===== config.mk =====
export PLATFORM = sky130hd
export DESIGN_NAME = sram_arbiter
export DESIGN_NICKNAME = d
export VERILOG_FILES = /design/src/rtl/sram_arbiter.sv
export SDC_FILE = /design/constraint.sdc
export NUM_CORES = 1
export LEC_CHECK = 0
export ABC_AREA = 1
export CAP_MARGIN = 10
export CORE_MARGIN = 4
export CORE_UTILIZATION = 30
export DETAILED_ROUTE_END_ITERATION = 12
export PLACE_DENSITY = 0.72
export SKIP_LAST_GASP = 1
export SLEW_MARGIN = 20
export SYNTH_ARGS = -nofsm -noshare
export SYNTH_HDL_FRONTEND = slang
export SYNTH_SLANG_ARGS = --single-unit
export TNS_END_PERCENT = 10

===== constraint.sdc =====
create_clock -name iCLK -period 2.6 [get_ports iCLK]
set_input_delay 0.52 -clock iCLK [delete_from_list [all_inputs] [get_ports iCLK]]
set_output_delay 0.52 -clock iCLK [all_outputs]
set_load 0.02 [all_outputs]

===== src/rtl/sram_arbiter.sv =====
// Two-port round-robin arbiter and strobe sequencer for the async SRAM wrapper.
// Define SRAM_ARB_FIXED_PRIO_EN to give port B absolute priority on contention.
module sram_arbiter #(
    parameter int WAIT_CYCLES = 2
) (
    input  logic        iCLK,
    input  logic        iRST,
    input  logic        iA_REQ,
    input  logic        iA_WE,
    input  logic [17:0] iA_ADDR,
    input  logic [1:0]  iA_BE_N,
    input  logic [15:0] iA_WDATA,
    output logic        oA_ACK,
    output logic [15:0] oA_RDATA,
    input  logic        iB_REQ,
    input  logic        iB_WE,
    input  logic [17:0] iB_ADDR,
    input  logic [1:0]  iB_BE_N,
    input  logic [15:0] iB_WDATA,
    output logic        oB_ACK,
    output logic [15:0] oB_RDATA,
    output logic [17:0] oSRAM_ADDR,
    output logic [1:0]  oSRAM_BE_N,
    output logic        oSRAM_CE_N,
    output logic        oSRAM_OE_N,
    output logic        oSRAM_WE_N,
    output logic [15:0] oSRAM_WDATA,
    input  logic [15:0] iSRAM_RDATA
);

    typedef enum logic [1:0] {IDLE, ACCESS, DONE} state_t;

    state_t      state_q, state_d;
    logic [3:0]  cnt_q, cnt_d;
    logic        gnt_b_q, gnt_b_d;
    logic        we_q, we_d;
    logic        pick_b;
    logic [17:0] addr_d;
    logic [1:0]  be_d;
    logic        ce_d, oe_d, wen_d;
    logic [15:0] wdata_d;
    logic        a_ack_d, b_ack_d;
    logic [15:0] a_rdata_d, b_rdata_d;

`ifdef SRAM_ARB_FIXED_PRIO_EN
    assign pick_b = iB_REQ;
`else
    logic last_b_q, last_b_d;
    // On contention, the port that was not granted last wins.
    assign pick_b = iB_REQ && (!iA_REQ || !last_b_q);
`endif

    always_comb begin
        state_d   = state_q;
        cnt_d     = cnt_q;
        gnt_b_d   = gnt_b_q;
        we_d      = we_q;
        addr_d    = oSRAM_ADDR;
        be_d      = oSRAM_BE_N;
        ce_d      = oSRAM_CE_N;
        oe_d      = oSRAM_OE_N;
        wen_d     = oSRAM_WE_N;
        wdata_d   = oSRAM_WDATA;
        a_ack_d   = 1'b0;
        b_ack_d   = 1'b0;
        a_rdata_d = oA_RDATA;
        b_rdata_d = oB_RDATA;
`ifndef SRAM_ARB_FIXED_PRIO_EN
        last_b_d  = last_b_q;
`endif
        unique case (state_q)
            IDLE: begin
                if (iA_REQ || iB_REQ) begin
                    gnt_b_d = pick_b;
                    we_d    = pick_b ? iB_WE    : iA_WE;
                    addr_d  = pick_b ? iB_ADDR  : iA_ADDR;
                    be_d    = pick_b ? iB_BE_N  : iA_BE_N;
                    wdata_d = pick_b ? iB_WDATA : iA_WDATA;
                    cnt_d   = 4'(WAIT_CYCLES - 1);
                    ce_d    = 1'b0;
                    oe_d    = we_d;
                    wen_d   = !we_d;
`ifndef SRAM_ARB_FIXED_PRIO_EN
                    last_b_d = pick_b;
`endif
                    state_d = ACCESS;
                end
            end
            ACCESS: begin
                if (cnt_q == 4'd0) begin
                    if (!we_q && gnt_b_q)  b_rdata_d = iSRAM_RDATA;
                    if (!we_q && !gnt_b_q) a_rdata_d = iSRAM_RDATA;
                    ce_d    = 1'b1;
                    oe_d    = 1'b1;
                    wen_d   = 1'b1;
                    a_ack_d = !gnt_b_q;
                    b_ack_d = gnt_b_q;
                    state_d = DONE;
                end else begin
                    cnt_d = cnt_q - 4'd1;
                end
            end
            DONE:    state_d = IDLE;
            default: state_d = IDLE;
        endcase
    end

    always_ff @(posedge iCLK) begin
        if (iRST) begin
            state_q     <= IDLE;
            cnt_q       <= '0;
            gnt_b_q     <= 1'b0;
            we_q        <= 1'b0;
            oSRAM_ADDR  <= '0;
            oSRAM_BE_N  <= 2'b11;
            oSRAM_CE_N  <= 1'b1;
            oSRAM_OE_N  <= 1'b1;
            oSRAM_WE_N  <= 1'b1;
            oSRAM_WDATA <= '0;
            oA_ACK      <= 1'b0;
            oB_ACK      <= 1'b0;
            oA_RDATA    <= '0;
            oB_RDATA    <= '0;
`ifndef SRAM_ARB_FIXED_PRIO_EN
            last_b_q    <= 1'b1;
`endif
        end else begin
            state_q     <= state_d;
            cnt_q       <= cnt_d;
            gnt_b_q     <= gnt_b_d;
            we_q        <= we_d;
            oSRAM_ADDR  <= addr_d;
            oSRAM_BE_N  <= be_d;
            oSRAM_CE_N  <= ce_d;
            oSRAM_OE_N  <= oe_d;
            oSRAM_WE_N  <= wen_d;
            oSRAM_WDATA <= wdata_d;
            oA_ACK      <= a_ack_d;
            oB_ACK      <= b_ack_d;
            oA_RDATA    <= a_rdata_d;
            oB_RDATA    <= b_rdata_d;
`ifndef SRAM_ARB_FIXED_PRIO_EN
            last_b_q    <= last_b_d;
`endif
        end
    end

endmodule


==> impl_metrics.env, run 1 <==
export IMPL_die_h_um=121
export IMPL_ant_nets=0
export IMPL_core_um2=12200
export IMPL_finalClockSkew_ns=0.00759
export IMPL_netlist_top_cell_by_area="dfxtp_1"
export IMPL_slew_viol_final=0
export IMPL_synth_edf_count=0
export IMPL_wl_met1_um=4770
export IMPL_dr_wl_met2_um=4650
export IMPL_post_cts_resized=0
export IMPL_start_kind="register"
export IMPL_ys_seq_area_share_pct=43.2
export IMPL_cts_tree="done"
export IMPL_drc_errors=0
export IMPL_clockRootBuffer="clkbuf_16"
export IMPL_cp_cell_sequence="clkdlybuf4s50_1"
export IMPL_wl_per_cell_um=11.7
export IMPL_r2r_worst_path_cells=7
export IMPL_grt_total_usage_pct=14.6
export IMPL_ioPinCount=167
export IMPL_num_fill_cells=1296
export IMPL_max_freq_ghz=0.539
export IMPL_area_delta_synth_final_pct=57.0
export IMPL_place_ws_ns=0.485
export IMPL_synthesis_nets=677
export IMPL_syn_avg_cell_area_um2=6.54
export IMPL_cts_made_buffers=9
export IMPL_rows=40
export IMPL_fin_crit_sh_pct=71.3
export IMPL_num_vias=3949
export IMPL_grt_pass1_vias=3553
export IMPL_peakVddDrop_mv=0.269
export IMPL_clk_pin_slew_ns=0.07
export IMPL_synth_warnings=0
export IMPL_overflow=0
export IMPL_fin_crit_ns=1.85
export IMPL_critPathCapture="oSRAM_WE_N"
export IMPL_post_dp_hpwl_um=7890
export IMPL_status="finished clean"
export IMPL_max_slew_margin_pct=54.8
export IMPL_ys_flop_type="dfxtp_1"
export IMPL_start_util_pct=31.1
export IMPL_rrSetupSlack_ns=0.76
export IMPL_cp_slowest_stage_delay_ns=0.65
export IMPL_synthDistinctLibCells=24
export IMPL_wl_um=10700
export IMPL_power_leakage_nw=2.74
export IMPL_rsz0062_at_grt="false"
export IMPL_place_congestion=0.780
export IMPL_placed_cell_area_um2=5630
export IMPL_crit_cells=1
export IMPL_critPathKind="register to output port"
export IMPL_end_kind="output port"
export IMPL_totalPowerFinal_w=0.00427
export IMPL_min_path_type="register to register"
export IMPL_syn_area_um2=3800
export IMPL_fin_ws_ns=0.745
export IMPL_arrival_ns=1.33
export IMPL_post_cts_buffers=0
export IMPL_critPathTopFamily="buffers and inverters"
export IMPL_die_w_um=121
export IMPL_clk_path_buf_depth=2
export IMPL_ys_top_cells_by_area="dfxtp_1 43%, nor2_1 17%, nand2_1 12%"
export IMPL_grt_max_degree=43
export IMPL_wl_met3_um=1200
export IMPL_design_area_um2=5970
export IMPL_grt_first_pass_wirelength_um=17300
export IMPL_setup_tns_ns=0
export IMPL_drt_iter0_drc=240
export IMPL_ys_seq_elements=82
export IMPL_cp_slowest_cell="clkdlybuf4s50_1"
export IMPL_hold_violations=0
export IMPL_n_antenna_cell=0
export IMPL_crit_fanout=2
export IMPL_clk_latency_ns=0.33
export IMPL_synth_common_cells="175 x nor2_1, 126 x nand2_1, 82 x dfxtp_1"
export IMPL_cts_hold_buf=0
export IMPL_ys_async_sr_fraction_pct=0
export IMPL_p_per_area_nw_per_um2=716
export IMPL_syn_inst=581
export IMPL_clkSinkCount=82
export IMPL_crit_start="oSRAM_WE_N"
export IMPL_worst_pin_slew_ns=0.676
export IMPL_htree_levels=3
export IMPL_antenna_found_initial=0
export IMPL_placement_io_buffers=166
export IMPL_final_setup_viol_count=0
export IMPL_crit_buf_inv=1
export IMPL_max_cap_violations=0
export IMPL_hp_start="oSRAM_BE_N[0]"
export IMPL_synth_most_common_cell="nor2_1"
export IMPL_die_area_um2=14500
export IMPL_drive_gt1_share_pct=5.91
export IMPL_drt_pass1_iter_count=5
export IMPL_rr_startpoint="cnt_q[0]"
export IMPL_highest_signal_layer="met4"
export IMPL_r2r_end="oB_RDATA[12]"
export IMPL_final_nets=835
export IMPL_cp_required_ns=2.08
export IMPL_synth_top_area_share_pct=43.2
export IMPL_vias_per_cell=4.33
==> layout by cell type, fill, tap and decap left out, drive strengths merged, types with 3 or more instances in the layout <==
cell type / synthesis / final
nor2: 183 / 183
nand3: 41 / 41
inv: 65 / 68
clkdlybuf4s50: 0 / 166
a21oi: 7 / 7
clkbuf: 8 / 10
o21ai: 40 / 40
nand2: 126 / 126
buf: 22 / 11
nand3b: 3 / 3
dfxtp: 82 / 82
==> logic make-up after synthesis <==
family | after synthesis | share of synthesized area, %
buf+inv | 95 | 10.8
flops | 82 | 43.2
fa+ha+maj | 2 | 0.658
simple gates | 355 | 39.1
compound gates | 47 | 6.29
==> sequential cells by signal (all words and copies together) (netlist names), 2 cells and up <==
name         count
oSRAM_ADDR      18
oA_RDATA        16
oB_RDATA        16
oSRAM_WDATA     16
cnt_q            4
oSRAM_BE_N       2
state_q          2
==> power breakdown <==
part	leakage [nW]	switching (W)	internal, W
Clock	0.164	0.000544	0.000880
Sequential	0.674	0.0000947	0.00143
Combinational	1.90	0.000735	0.000593
==> worst min-delay path by stage <==
stage,endpoint,slack [ns],depth (start not counted)
after floorplan,last_b_q,0.43,2
after global placement,oB_RDATA[4],0.46,2
after detailed placement,last_b_q,0.47,2
after CTS,oSRAM_BE_N[0],0.48,2
after global routing,oB_RDATA[9],0.51,2
final,oSRAM_BE_N[0],0.48,2
==> per-layer routing <==
layer	up-vias	GRT usage, %
li1	2078	-
met1	1719	18.1
met2	144	22.9
met3	8	6.78
met4	0	3.82
met5	-	0
==> through the flow <==
stage | utilization [%] | hold slack, ns | std cells
2_1_floorplan | - | 0.429 | 581
3_3_place_gp | 46.1 | 0.461 | 896
3_5_place_dp | 46.1 | 0.466 | 896
4_1_cts | 48.9 | 0.482 | 912
5_1_grt | 48.9 | 0.509 | 912
6_report | 48.9 | 0.477 | 912
==> final cells by class <==
type	instances	area, um^2	share of cell area, %
Tap cell	168	210	3.52
Timing Repair Buffer	177	1780	29.9
Clock inverter	6	95.1	1.59
Inverter	65	246	4.13
Sequential cell	82	1640	27.5
Multi-Input combinational cell	404	1750	29.4
Clock buffer	10	239	4.01
No activity file was read; power rests on OpenSTA's default activity.
==> run 2: changes to the inputs <==
Settings changed: PLACE_DENSITY 0.72 to 0.74.
Clock period 2.6 ns to 1.5 ns, I/O delays scaled along.
==> run 2 against run 1 <==
  * Worst hold slack worse by 0.0066 ns
  * Global-route usage is 0.16 points higher
  * Sequential share of layout area is 0.39 points lower
  * Clock skew is 0.0029 ns lower
  * Utilization is 0.71 points higher
  * Sequential power is 74% higher
  * Largest power group unchanged
  * Worst setup slack worse by 0.84 ns
  * The run now ends with setup timing left
  * Via count is 1.7% lower
  * Critical path depth stayed put
==> impl_metrics.env, run 2 (synthesis results as in run 1) <==
export IMPL_setup_tns_ns=-4.21
export IMPL_peakVddDrop_mv=0.543
export IMPL_core_um2=12200
export IMPL_rsz0062_at_grt="true"
export IMPL_die_area_um2=14500
export IMPL_pwr_share_comb_pct=31.9
export IMPL_min_path_type="register to register"
export IMPL_final_nets=842
export IMPL_max_cap_violations=0
export IMPL_grt_max_degree=50
export IMPL_placement_io_buffers=166
export IMPL_largest_reg_flops=18
export IMPL_cp_cell_sequence="clkdlybuf4s50_1"
export IMPL_worst_pin_slew_ns=0.323
export IMPL_cp_slowest_cell="clkdlybuf4s50_1"
export IMPL_die_w_um=121
export IMPL_finalClockSkew_ns=0.00469
export IMPL_grt_total_usage_pct=14.8
export IMPL_wl_um=10600
export IMPL_regMostFlops="oSRAM_ADDR"
export IMPL_p_per_area_nw_per_um2=1220
export IMPL_slew_viol_final=0
export IMPL_vias_per_cell=4.23
export IMPL_num_vias=3883
export IMPL_drc_errors=0
export IMPL_status="complete, but fails checks"
export IMPL_ioPinCount=167
export IMPL_rows=40
export IMPL_grt_pass1_vias=3619
export IMPL_clk_pin_slew_ns=0.07
export IMPL_clkSinkCount=82
export IMPL_critPathKind="register to output port"
export IMPL_ant_nets=0
export IMPL_power_leakage_nw=2.90
export IMPL_htree_levels=3
export IMPL_rrSetupSlack_ns=0.12
export IMPL_drt_iter0_drc=188
export IMPL_antenna_found_initial=0
export IMPL_area_delta_synth_final_pct=59.2
export IMPL_n_antenna_cell=0
export IMPL_arrival_ns=1.30
export IMPL_fin_ws_ns=-0.0987
export IMPL_cp_slowest_stage_delay_ns=0.63
export IMPL_place_congestion=0.781
export IMPL_final_common_cell="nor2_1"
export IMPL_fin_crit_ns=1.60
export IMPL_cp_required_ns=1.20
export IMPL_place_ws_ns=-0.106
export IMPL_end_kind="output port"
export IMPL_max_freq_ghz=0.625
export IMPL_post_dp_hpwl_um=7830
export IMPL_overflow=0
export IMPL_whs_ns=0.470
export IMPL_cts_hold_buf=0
export IMPL_switching_share_pct=32.1
export IMPL_wl_per_cell_um=11.5
export IMPL_clk_path_buf_depth=2
export IMPL_placedCellCount=903
export IMPL_critPathTopFamily="buffers and inverters"
export IMPL_final_setup_viol_count=60
export IMPL_start_util_pct=31.1
export IMPL_die_h_um=121
export IMPL_layout_common_cells="175 x nor2_1, 153 x clkdlybuf4s50_1, 125 x nand2_1"
export IMPL_crit_buf_inv=1
export IMPL_start_kind="register"
export IMPL_seq_power_share_pct=35.6
export IMPL_cts_tree="done"
export IMPL_fin_cells=919
export IMPL_fin_crit_sh_pct=107
export IMPL_max_slew_margin_pct=78.5
export IMPL_clockPowerShare_pct=32.5
export IMPL_switchingPower_w=0.00238
export IMPL_drive_gt1_share_pct=6.79
export IMPL_violations="setup timing"
export IMPL_p_int_w=0.00502
export IMPL_drt_pass1_iter_count=4
export IMPL_hold_violations=0
export IMPL_cts_made_buffers=9
export IMPL_grt_first_pass_wirelength_um=17400
export IMPL_crit_fanout=2
export IMPL_clk_latency_ns=0.33
export IMPL_clockRootBuffer="clkbuf_16"
## run 2: worst reg2reg max path: cells and delay by family (launching register included)
kind,cells,cell delay [ns]
adders and majority gates,1,0.16
buffers and inverters,2,0.25
DFF,1,0.32
and+or+nand+nor,5,0.54
## run 2: worst paths after layout
path,from,cells past startpoint,endpoint
max,oB_RDATA[7],1,oB_RDATA[7]
min,oSRAM_CE_N,2,oSRAM_CE_N
max reg2reg,cnt_q[1],8,oA_RDATA[15]
min reg2reg,oSRAM_CE_N,2,oSRAM_CE_N
## run 2: final cells by class
cell class	count	area (um^2)
clock buffer	9	225
clock inverter	7	98.8
fill	1235	6160
inverter	65	246
multi-input combinational	404	1750
sequential	82	1640
tap	168	210
timing repair buffer	184	1880
## run 2: routing by layer
| layer | routed length (um) | part of all wire (%) | global-route usage [%] |
|---|---|---|---|
| met5 | 0 | 0 | 0 |
| met4 | 149 | 1.4 | 5.31 |
| met3 | 1080 | 10 | 5.43 |
| met2 | 4570 | 43 | 22.4 |
| met1 | 4810 | 45 | 19.2 |
## run 2: what timing repair did
item	in CTS	in global routing
gates cloned	0	0
endpoints found under the setup margin	73	68
buffers inserted	0	0
gates resized for setup	7	6
## run 2: through the flow
| step | util [%] | power [W] | cell area (um^2) |
|---|---|---|---|
| floorplan | - | 0.00400 | 3800 |
| global placement | 46.9 | 0.00507 | 5720 |
| global route | 49.6 | 0.00789 | 6050 |
| finish | 49.6 | 0.00740 | 6050 |
| CTS | 49.4 | 0.00751 | 6040 |
| detailed placement | 46.9 | 0.00509 | 5720 |
## run 2: power groups by stage
stage	Clock, W	Combinational, W	Sequential (W)
2_1_floorplan	0	0.00102	0.00298
3_3_place_gp	0	0.00239	0.00268
3_5_place_dp	0	0.00241	0.00269
4_1_cts	0.00247	0.00240	0.00264
5_1_grt	0.00258	0.00263	0.00267
6_report	0.00240	0.00236	0.00264
==> run 3: changes to the inputs <==
Settings changed: CTS_BUF_LIST set to sky130_fd_sc_hd__clkbuf_16.
==> results of run 3 <==
Same layout as run 2: the final DEF is identical, and so are final timing and power.
